## src/rtl/led_arbiter_if.sv

```systemverilog
// Handshake bundle between the LED pattern sources and led_arbiter.
// The dim input exists only when LED_ARBITER_DIM_EN is defined.
interface led_arbiter_if #(
  parameter int NREQ = 4
);
  logic [NREQ-1:0]   req;
  logic [4*NREQ-1:0] pat;
  logic [NREQ-1:0]   blink;
`ifdef LED_ARBITER_DIM_EN
  logic [2:0]        dim;
`endif
  logic [NREQ-1:0]   gnt;
  logic [3:0]        led;
  logic              busy;

`ifdef LED_ARBITER_DIM_EN
  modport master (output req, pat, blink, dim, input gnt, led, busy);
  modport slave  (input req, pat, blink, dim, output gnt, led, busy);
`else
  modport master (output req, pat, blink, input gnt, led, busy);
  modport slave  (input req, pat, blink, output gnt, led, busy);
`endif
endinterface

```

## src/rtl/led_arbiter.sv

```systemverilog
// Round-robin owner of the four user LEDs with min/max hold, blank gap and blink overlay.
// Defining LED_ARBITER_DIM_EN adds an 8-slot PWM brightness gate driven by bus.dim.
module led_arbiter #(
  parameter int CLK_FREQ = 50_000_000,
  parameter int TICK_HZ  = 100,
  parameter int NREQ     = 4,
  parameter int MIN_HOLD = 50,
  parameter int MAX_HOLD = 400,
  parameter int BLINK_HZ = 2
) (
  input  logic         clk_50mhz,
  input  logic         rst_n,
  led_arbiter_if.slave bus
);
  localparam int TICK_DIV    = CLK_FREQ / TICK_HZ;
  localparam int PRE_W       = (TICK_DIV > 1) ? $clog2(TICK_DIV) : 1;
  localparam int HOLD_SAT    = (MAX_HOLD > MIN_HOLD) ? MAX_HOLD : MIN_HOLD;
  localparam int HOLD_W      = (HOLD_SAT > 0) ? $clog2(HOLD_SAT + 1) : 1;
  localparam int BLINK_TICKS = TICK_HZ / (2 * BLINK_HZ);
  localparam int BLK_W       = (BLINK_TICKS > 1) ? $clog2(BLINK_TICKS) : 1;
  localparam int IDX_W       = $clog2(NREQ);

  typedef enum logic [1:0] {IDLE, SHOW, LINGER, GAP} state_t;

  state_t            state_r;
  logic [IDX_W-1:0]  owner_r;
  logic [IDX_W-1:0]  ptr_r;
  logic [PRE_W-1:0]  presc_r;
  logic [HOLD_W-1:0] hold_r;
  logic [BLK_W-1:0]  blk_cnt_r;
  logic              phase_r;
  logic [NREQ-1:0]   gnt_r;
  logic [3:0]        led_r;
  logic              busy_r;
  logic [3:0]        shown_r;

  logic              tick_s;
  logic              blk_wrap_s;
  logic [HOLD_W-1:0] hold_inc_s;
  logic [HOLD_W-1:0] hold_nxt_s;
  logic [IDX_W-1:0]  pick_s;
  logic [IDX_W-1:0]  ptr_nxt_s;
  logic              own_req_s;
  logic              others_s;
  logic [3:0]        show_val_s;
  logic [3:0]        pwm_mask_s;

  function automatic logic [NREQ-1:0] onehot(input logic [IDX_W-1:0] idx);
    logic [NREQ-1:0] v;
    v      = {NREQ{1'b0}};
    v[idx] = 1'b1;
    return v;
  endfunction

  // Later (lower) offsets overwrite earlier ones, so the nearest requester above ptr wins.
  function automatic logic [IDX_W-1:0] rr_pick(input logic [NREQ-1:0] r, input logic [IDX_W-1:0] p);
    logic [IDX_W-1:0] sel;
    logic [IDX_W-1:0] cand;
    sel = p;
    for (int i = NREQ - 1; i >= 0; i--) begin
      cand = IDX_W'((int'(p) + i) % NREQ);
      sel  = r[cand] ? cand : sel;
    end
    return sel;
  endfunction

  assign tick_s     = (presc_r == PRE_W'(TICK_DIV - 1));
  assign blk_wrap_s = tick_s && (blk_cnt_r == BLK_W'(BLINK_TICKS - 1));
  assign hold_inc_s = (hold_r == HOLD_W'(HOLD_SAT)) ? hold_r : hold_r + HOLD_W'(1);
  assign hold_nxt_s = tick_s ? hold_inc_s : hold_r;
  assign pick_s     = rr_pick(bus.req, ptr_r);
  assign ptr_nxt_s  = (owner_r == IDX_W'(NREQ - 1)) ? IDX_W'(0) : owner_r + IDX_W'(1);
  assign own_req_s  = bus.req[owner_r];
  assign others_s   = |(bus.req & ~onehot(owner_r));
  assign show_val_s = bus.pat[{owner_r, 2'b00} +: 4] & ((bus.blink[owner_r] && !phase_r) ? 4'h0 : 4'hF);

`ifdef LED_ARBITER_DIM_EN
  localparam int SLOT_RAW = CLK_FREQ / (TICK_HZ * 64);
  localparam int SLOT_DIV = (SLOT_RAW < 1) ? 1 : SLOT_RAW;
  localparam int SLOT_W   = (SLOT_DIV > 1) ? $clog2(SLOT_DIV) : 1;

  logic [SLOT_W-1:0] slot_div_r;
  logic [2:0]        slot_r;

  // PWM slot sequencer: eight slots of SLOT_DIV cycles each.
  always_ff @(posedge clk_50mhz) begin
    if (!rst_n) begin
      slot_div_r <= SLOT_W'(0);
      slot_r     <= 3'd0;
    end else if (slot_div_r == SLOT_W'(SLOT_DIV - 1)) begin
      slot_div_r <= SLOT_W'(0);
      slot_r     <= slot_r + 3'd1;
    end else begin
      slot_div_r <= slot_div_r + SLOT_W'(1);
    end
  end

  assign pwm_mask_s = (slot_r <= bus.dim) ? 4'hF : 4'h0;
`else
  assign pwm_mask_s = 4'hF;
`endif

  // Arbitration FSM with prescaler, hold/blink counters and registered outputs.
  always_ff @(posedge clk_50mhz) begin
    if (!rst_n) begin
      state_r   <= IDLE;
      owner_r   <= IDX_W'(0);
      ptr_r     <= IDX_W'(0);
      presc_r   <= PRE_W'(0);
      hold_r    <= HOLD_W'(0);
      blk_cnt_r <= BLK_W'(0);
      phase_r   <= 1'b1;
      gnt_r     <= {NREQ{1'b0}};
      led_r     <= 4'h0;
      busy_r    <= 1'b0;
      shown_r   <= 4'h0;
    end else begin
      presc_r <= tick_s ? PRE_W'(0) : presc_r + PRE_W'(1);
      if (state_r == SHOW || state_r == LINGER) begin
        hold_r <= hold_nxt_s;
        if (blk_wrap_s) begin
          blk_cnt_r <= BLK_W'(0);
          phase_r   <= ~phase_r;
        end else if (tick_s) begin
          blk_cnt_r <= blk_cnt_r + BLK_W'(1);
        end
      end
      case (state_r)
        IDLE: begin
          led_r <= 4'h0;
          if (|bus.req) begin
            owner_r   <= pick_s;
            gnt_r     <= onehot(pick_s);
            busy_r    <= 1'b1;
            hold_r    <= HOLD_W'(0);
            blk_cnt_r <= BLK_W'(0);
            phase_r   <= 1'b1;
            state_r   <= SHOW;
          end else begin
            gnt_r  <= {NREQ{1'b0}};
            busy_r <= 1'b0;
          end
        end
        SHOW: begin
          if (!own_req_s && (hold_r < HOLD_W'(MIN_HOLD))) begin
            state_r <= LINGER;
            led_r   <= shown_r & pwm_mask_s;
          end else if (!own_req_s ||
                       ((MAX_HOLD != 0) && (hold_r >= HOLD_W'(MAX_HOLD)) && others_s)) begin
            state_r <= GAP;
            ptr_r   <= ptr_nxt_s;
            gnt_r   <= {NREQ{1'b0}};
            led_r   <= 4'h0;
            busy_r  <= 1'b0;
          end else begin
            shown_r <= show_val_s;
            led_r   <= show_val_s & pwm_mask_s;
          end
        end
        LINGER: begin
          if (own_req_s) begin
            state_r <= SHOW;
            led_r   <= shown_r & pwm_mask_s;
          end else if (tick_s && (hold_inc_s >= HOLD_W'(MIN_HOLD))) begin
            state_r <= GAP;
            ptr_r   <= ptr_nxt_s;
            gnt_r   <= {NREQ{1'b0}};
            led_r   <= 4'h0;
            busy_r  <= 1'b0;
          end else begin
            led_r <= shown_r & pwm_mask_s;
          end
        end
        GAP: begin
          gnt_r  <= {NREQ{1'b0}};
          led_r  <= 4'h0;
          busy_r <= 1'b0;
          if (tick_s) begin
            state_r <= IDLE;
          end
        end
        default: begin
          state_r <= IDLE;
          gnt_r   <= {NREQ{1'b0}};
          led_r   <= 4'h0;
          busy_r  <= 1'b0;
        end
      endcase
    end
  end

  assign bus.gnt  = gnt_r;
  assign bus.led  = led_r;
  assign bus.busy = busy_r;
endmodule

```

## src/flat_wrapper.sv

```systemverilog
// flat-port wrapper written by rule: the top's interface ports become plain ports
module led_arbiter_flat 
#(
  parameter int CLK_FREQ = 50_000_000,
  parameter int TICK_HZ  = 100,
  parameter int NREQ     = 4,
  parameter int MIN_HOLD = 50,
  parameter int MAX_HOLD = 400,
  parameter int BLINK_HZ = 2
)
  (clk_50mhz, rst_n, bus_req, bus_pat, bus_blink, bus_gnt, bus_led, bus_busy);
  led_arbiter_if #(.NREQ(NREQ)) bus_i ();
  input  logic clk_50mhz;
  input  logic rst_n;
  input wire logic [$bits(bus_i.req)-1:0] bus_req;
  input wire logic [$bits(bus_i.pat)-1:0] bus_pat;
  input wire logic [$bits(bus_i.blink)-1:0] bus_blink;
  output wire logic [$bits(bus_i.gnt)-1:0] bus_gnt;
  output wire logic [$bits(bus_i.led)-1:0] bus_led;
  output wire logic [$bits(bus_i.busy)-1:0] bus_busy;
  assign bus_i.req = bus_req;
  assign bus_i.pat = bus_pat;
  assign bus_i.blink = bus_blink;
  assign bus_gnt = bus_i.gnt;
  assign bus_led = bus_i.led;
  assign bus_busy = bus_i.busy;
  led_arbiter #(.CLK_FREQ(CLK_FREQ), .TICK_HZ(TICK_HZ), .NREQ(NREQ), .MIN_HOLD(MIN_HOLD), .MAX_HOLD(MAX_HOLD), .BLINK_HZ(BLINK_HZ)) u_core (.clk_50mhz(clk_50mhz), .rst_n(rst_n), .bus(bus_i));
endmodule
```

## config.mk

```make
export PLATFORM = sky130hd
export DESIGN_NAME = led_arbiter_flat
export DESIGN_NICKNAME = d
export VERILOG_FILES = /design/src/rtl/led_arbiter_if.sv /design/src/rtl/led_arbiter.sv /design/src/flat_wrapper.sv
export SDC_FILE = /design/constraint.sdc
export NUM_CORES = 1
export LEC_CHECK = 0
export CORE_ASPECT_RATIO = 0.7
export CORE_MARGIN = 2
export CORE_UTILIZATION = 47
export CTS_BUF_LIST = sky130_fd_sc_hd__clkbuf_8
export CTS_CLUSTER_DIAMETER = 200
export DETAILED_ROUTE_END_ITERATION = 10
export GPL_TIMING_DRIVEN = 1
export PLACE_DENSITY = 0.7
export RECOVER_POWER = 25
export SLEW_MARGIN = 20
export SYNTH_ARGS = -nofsm -noshare
export SYNTH_HDL_FRONTEND = slang
export SYNTH_SLANG_ARGS = --single-unit
```

## constraint.sdc

```tcl
create_clock -name clk_50mhz -period 5.7 [get_ports clk_50mhz]
set_input_delay 0.855 -clock clk_50mhz [delete_from_list [all_inputs] [get_ports clk_50mhz]]
set_output_delay 0.855 -clock clk_50mhz [all_outputs]
set_load 0.01 [all_outputs]
```

==> results.md <==
* Max Cap Viol at 1
* Per-cell routed wire length at 14.1 um
* Worst-Margin Slew at 1880 ps
* Clock Sinks at 53
* Layout cells sized above 1 at 6.01%
* Most frequent cells in the layout: 53 x dfxtp_1, 41 x nor2_1, 33 x nand2_1
* Starting Density at 48.3%
* Outcome: finished with violations
* # resized after CTS at 0
* Endpoints failing hold at 0
* Leakage at 1.28 nW
* Root Buffer: clkbuf_8
* Pre-Repair DR Iteration Count at 4
* Largest area contributor in the synthesized netlist: dfxtp_1
* Initial DRC Count at 170
* Via count at 2473
* Cts hold-fix bufs at 0
* ANT nets after route at 0
* Commonest non-fill, non-tap cell in the layout: dfxtp_1
* TritonCTS clock tree: built
* Gr usage total at 19.0%
* Drc violations at 0
* Area of the multi-input gates at 0.00178 mm^2
* Clk Latency, worst-skew pair at 310 ps
* Count of final setup violators at 0
* Pwr Total at 1.00 mW
* Fin. max-slew vios at 18
* Reg clk slew, reported paths at 100 ps
* Path category of the worst min-delay check: flop to flop
* Syn Inst Count at 340
* CP startpoint kind: flop
* Top cell type's share of synthesized area at 35.3%
* Port bufs at 34
* Largest cells by area after synthesis: dfxtp_1 35%, ha_1 6.2%, nor2_1 5.1%
* Die width at 99.6 um
* # placed instances at 436
* DIE AREA at 0.00706 mm^2
* # IOs at 35
* Max Buffers Root-to-Sink at 2
* Mapped Area at 0.00301 mm^2
* Routed Wire Length at 6270 um
* Dpl hpwl at 4570 um
* GRT overflow at 0
* Num CTS Buffers at 5
* Register area share after synthesis at 35.3%
* Ys Warns at 0
* Post-CTS Setup Bufs at 0
* Syn_nets at 381
* Peak supply drop at 0.000159 V
* Worst-path maximum fanout at 17
* Area delta synth->final at 14.7%
* Row Count at 24
* Final setup TNS at 0 ps
* Req. time, crit path at 5820 ps
* CORE AREA at 0.00622 mm^2
* Die Y at 70.9 um
* F_max at 341 MHz
* Global-route wire length before repair at 10800 um
* Nets@finish at 406
* Sequential Area at 0.00106 mm^2
* Yosys cell types at 58
* Top_reg_cell synth: dfxtp_1
* Vias in the first global route at 2238
* RSZ-0062 raised after global routing: no
* Post-route minimum period at 2930 ps
* Largest net degree at the start of global routing at 19
* CP endpoint kind: flop
* Pwr Density at 291 mW/mm^2
* Post-synth EDFFs at 0
* Avg Inst Size Synth at 8.84 um^2
* Ys async rst share at 0%
* Worst setup margin at 2770 ps
* Placer Congestion at 0.851
* Antenna cells at 0
* Vias per cell at 5.57
* WS Path Type: flop to flop
* #FFs+latches synth at 53
* Violated checks: max-capacitance violations, max-slew violations
* Clock Skew at 8.01 ps
* Final core utilization at 55.5%
* Crit path DAT at 3060 ps
* Fin cells at 444
* Initial antenna violation count at 0
* Post-Place Setup Slack at 2640 ps
* Relative slew slack at -26.6%
* Final worst-path cycle share at 51.5%
* Fillers at 585
* H-tree levels at 2
==> cell type report <==
type / count / share of cell area [%]
Multi-Input combinational cell: 251 / 51.7
Sequential cell: 53 / 30.8
Timing Repair Buffer: 34 / 9.87
Tap cell: 78 / 2.83
Inverter: 20 / 2.18
Clock buffer: 5 / 2.00
Clock inverter: 3 / 0.617
==> state kept, by name, indices dropped and copies added, names as in the netlist <==
register	cells
u_core.ptr_r	2
u_core.bus.led	4
u_core.shown_r	4
u_core.hold_r	9
u_core.blk_cnt_r	5
u_core.presc_r	19
u_core.bus.gnt	4
u_core.owner_r	2
u_core.state_r	2
u_core.phase_r	1
u_core.bus.busy	1
==> kinds of logic (layout without fill, tap and decap cells) <==
family          after synthesis  in the layout  synth area share, %
simple gates                145            145                 25.0
flops                        53             53                 35.3
compound gates               49             49                 12.8
buf+inv                      36             62                 5.37
xor+xnor                     28             28                 8.16
fa+ha+maj                    15             15                 6.24
mux                          14             14                 7.16
==> final timing paths <==
kind / start / endpoint / slack (ps) / depth (start not counted)
setup / recovery: u_core.presc_r[0]$_SDFF_PP0_ / u_core.presc_r[18]$_SDFF_PP0_ / 2770 / 5
hold / removal: u_core.bus.gnt[0]$_SDFFE_PN0P_ / u_core.bus.gnt[0]$_SDFFE_PN0P_ / 470 / 2
setup reg to reg: u_core.presc_r[0]$_SDFF_PP0_ / u_core.presc_r[18]$_SDFF_PP0_ / 2770 / 5
hold reg to reg: u_core.bus.gnt[0]$_SDFFE_PN0P_ / u_core.bus.gnt[0]$_SDFFE_PN0P_ / 470 / 2
==> stage by stage <==
step | area (um^2) | hold slack, ps
after floorplan | 3010 | 426
after global placement | 3360 | 442
after detailed placement | 3360 | 451
after CTS | 3450 | 474
after global routing | 3450 | 496
final | 3450 | 470
==> routing by layer <==
layer,global-route usage [%],vias to the layer above,routed length [um],share of wire (%)
met5,0,-,0,0
met1,28.7,1160,3240,52
met3,5.04,5,342,5.5
met2,26.8,56,2650,42
met4,4.57,0,49,0.78
li1,-,1252,-,-
==> where the power goes <==
group | internal, mW | switching (mW) | total (mW)
Combinational | 0.156 | 0.186 | 0.342
Sequential | 0.405 | 0.0425 | 0.447
Clock | 0.0874 | 0.126 | 0.214
Total | 0.648 | 0.355 | 1.00
==> synth_stat cells (4+ instances only) <==
library cell	number
a21oi_1	11
a22oi_1	4
a32o_1	4
and3_1	6
buf_2	9
clkbuf_1	5
dfxtp_1	53
ha_1	15
inv_1	20
mux2i_1	8
mux4_2	6
nand2_1	33
nand3_1	16
nand3b_1	4
nand4_1	11
nor2_1	41
nor3_1	4
o22ai_1	5
or3_1	5
xnor2_1	11
xor2_1	17
==> worst max-delay path, cell delays in order, from the launching register on <==
cell and delay (ps):
dfxtp_1 390, ha_1 240, and4_1 270, nand2_1 220, o21ai_0 1490, nor2_1 150
Note: power is estimated with default switching activity, not from simulation.
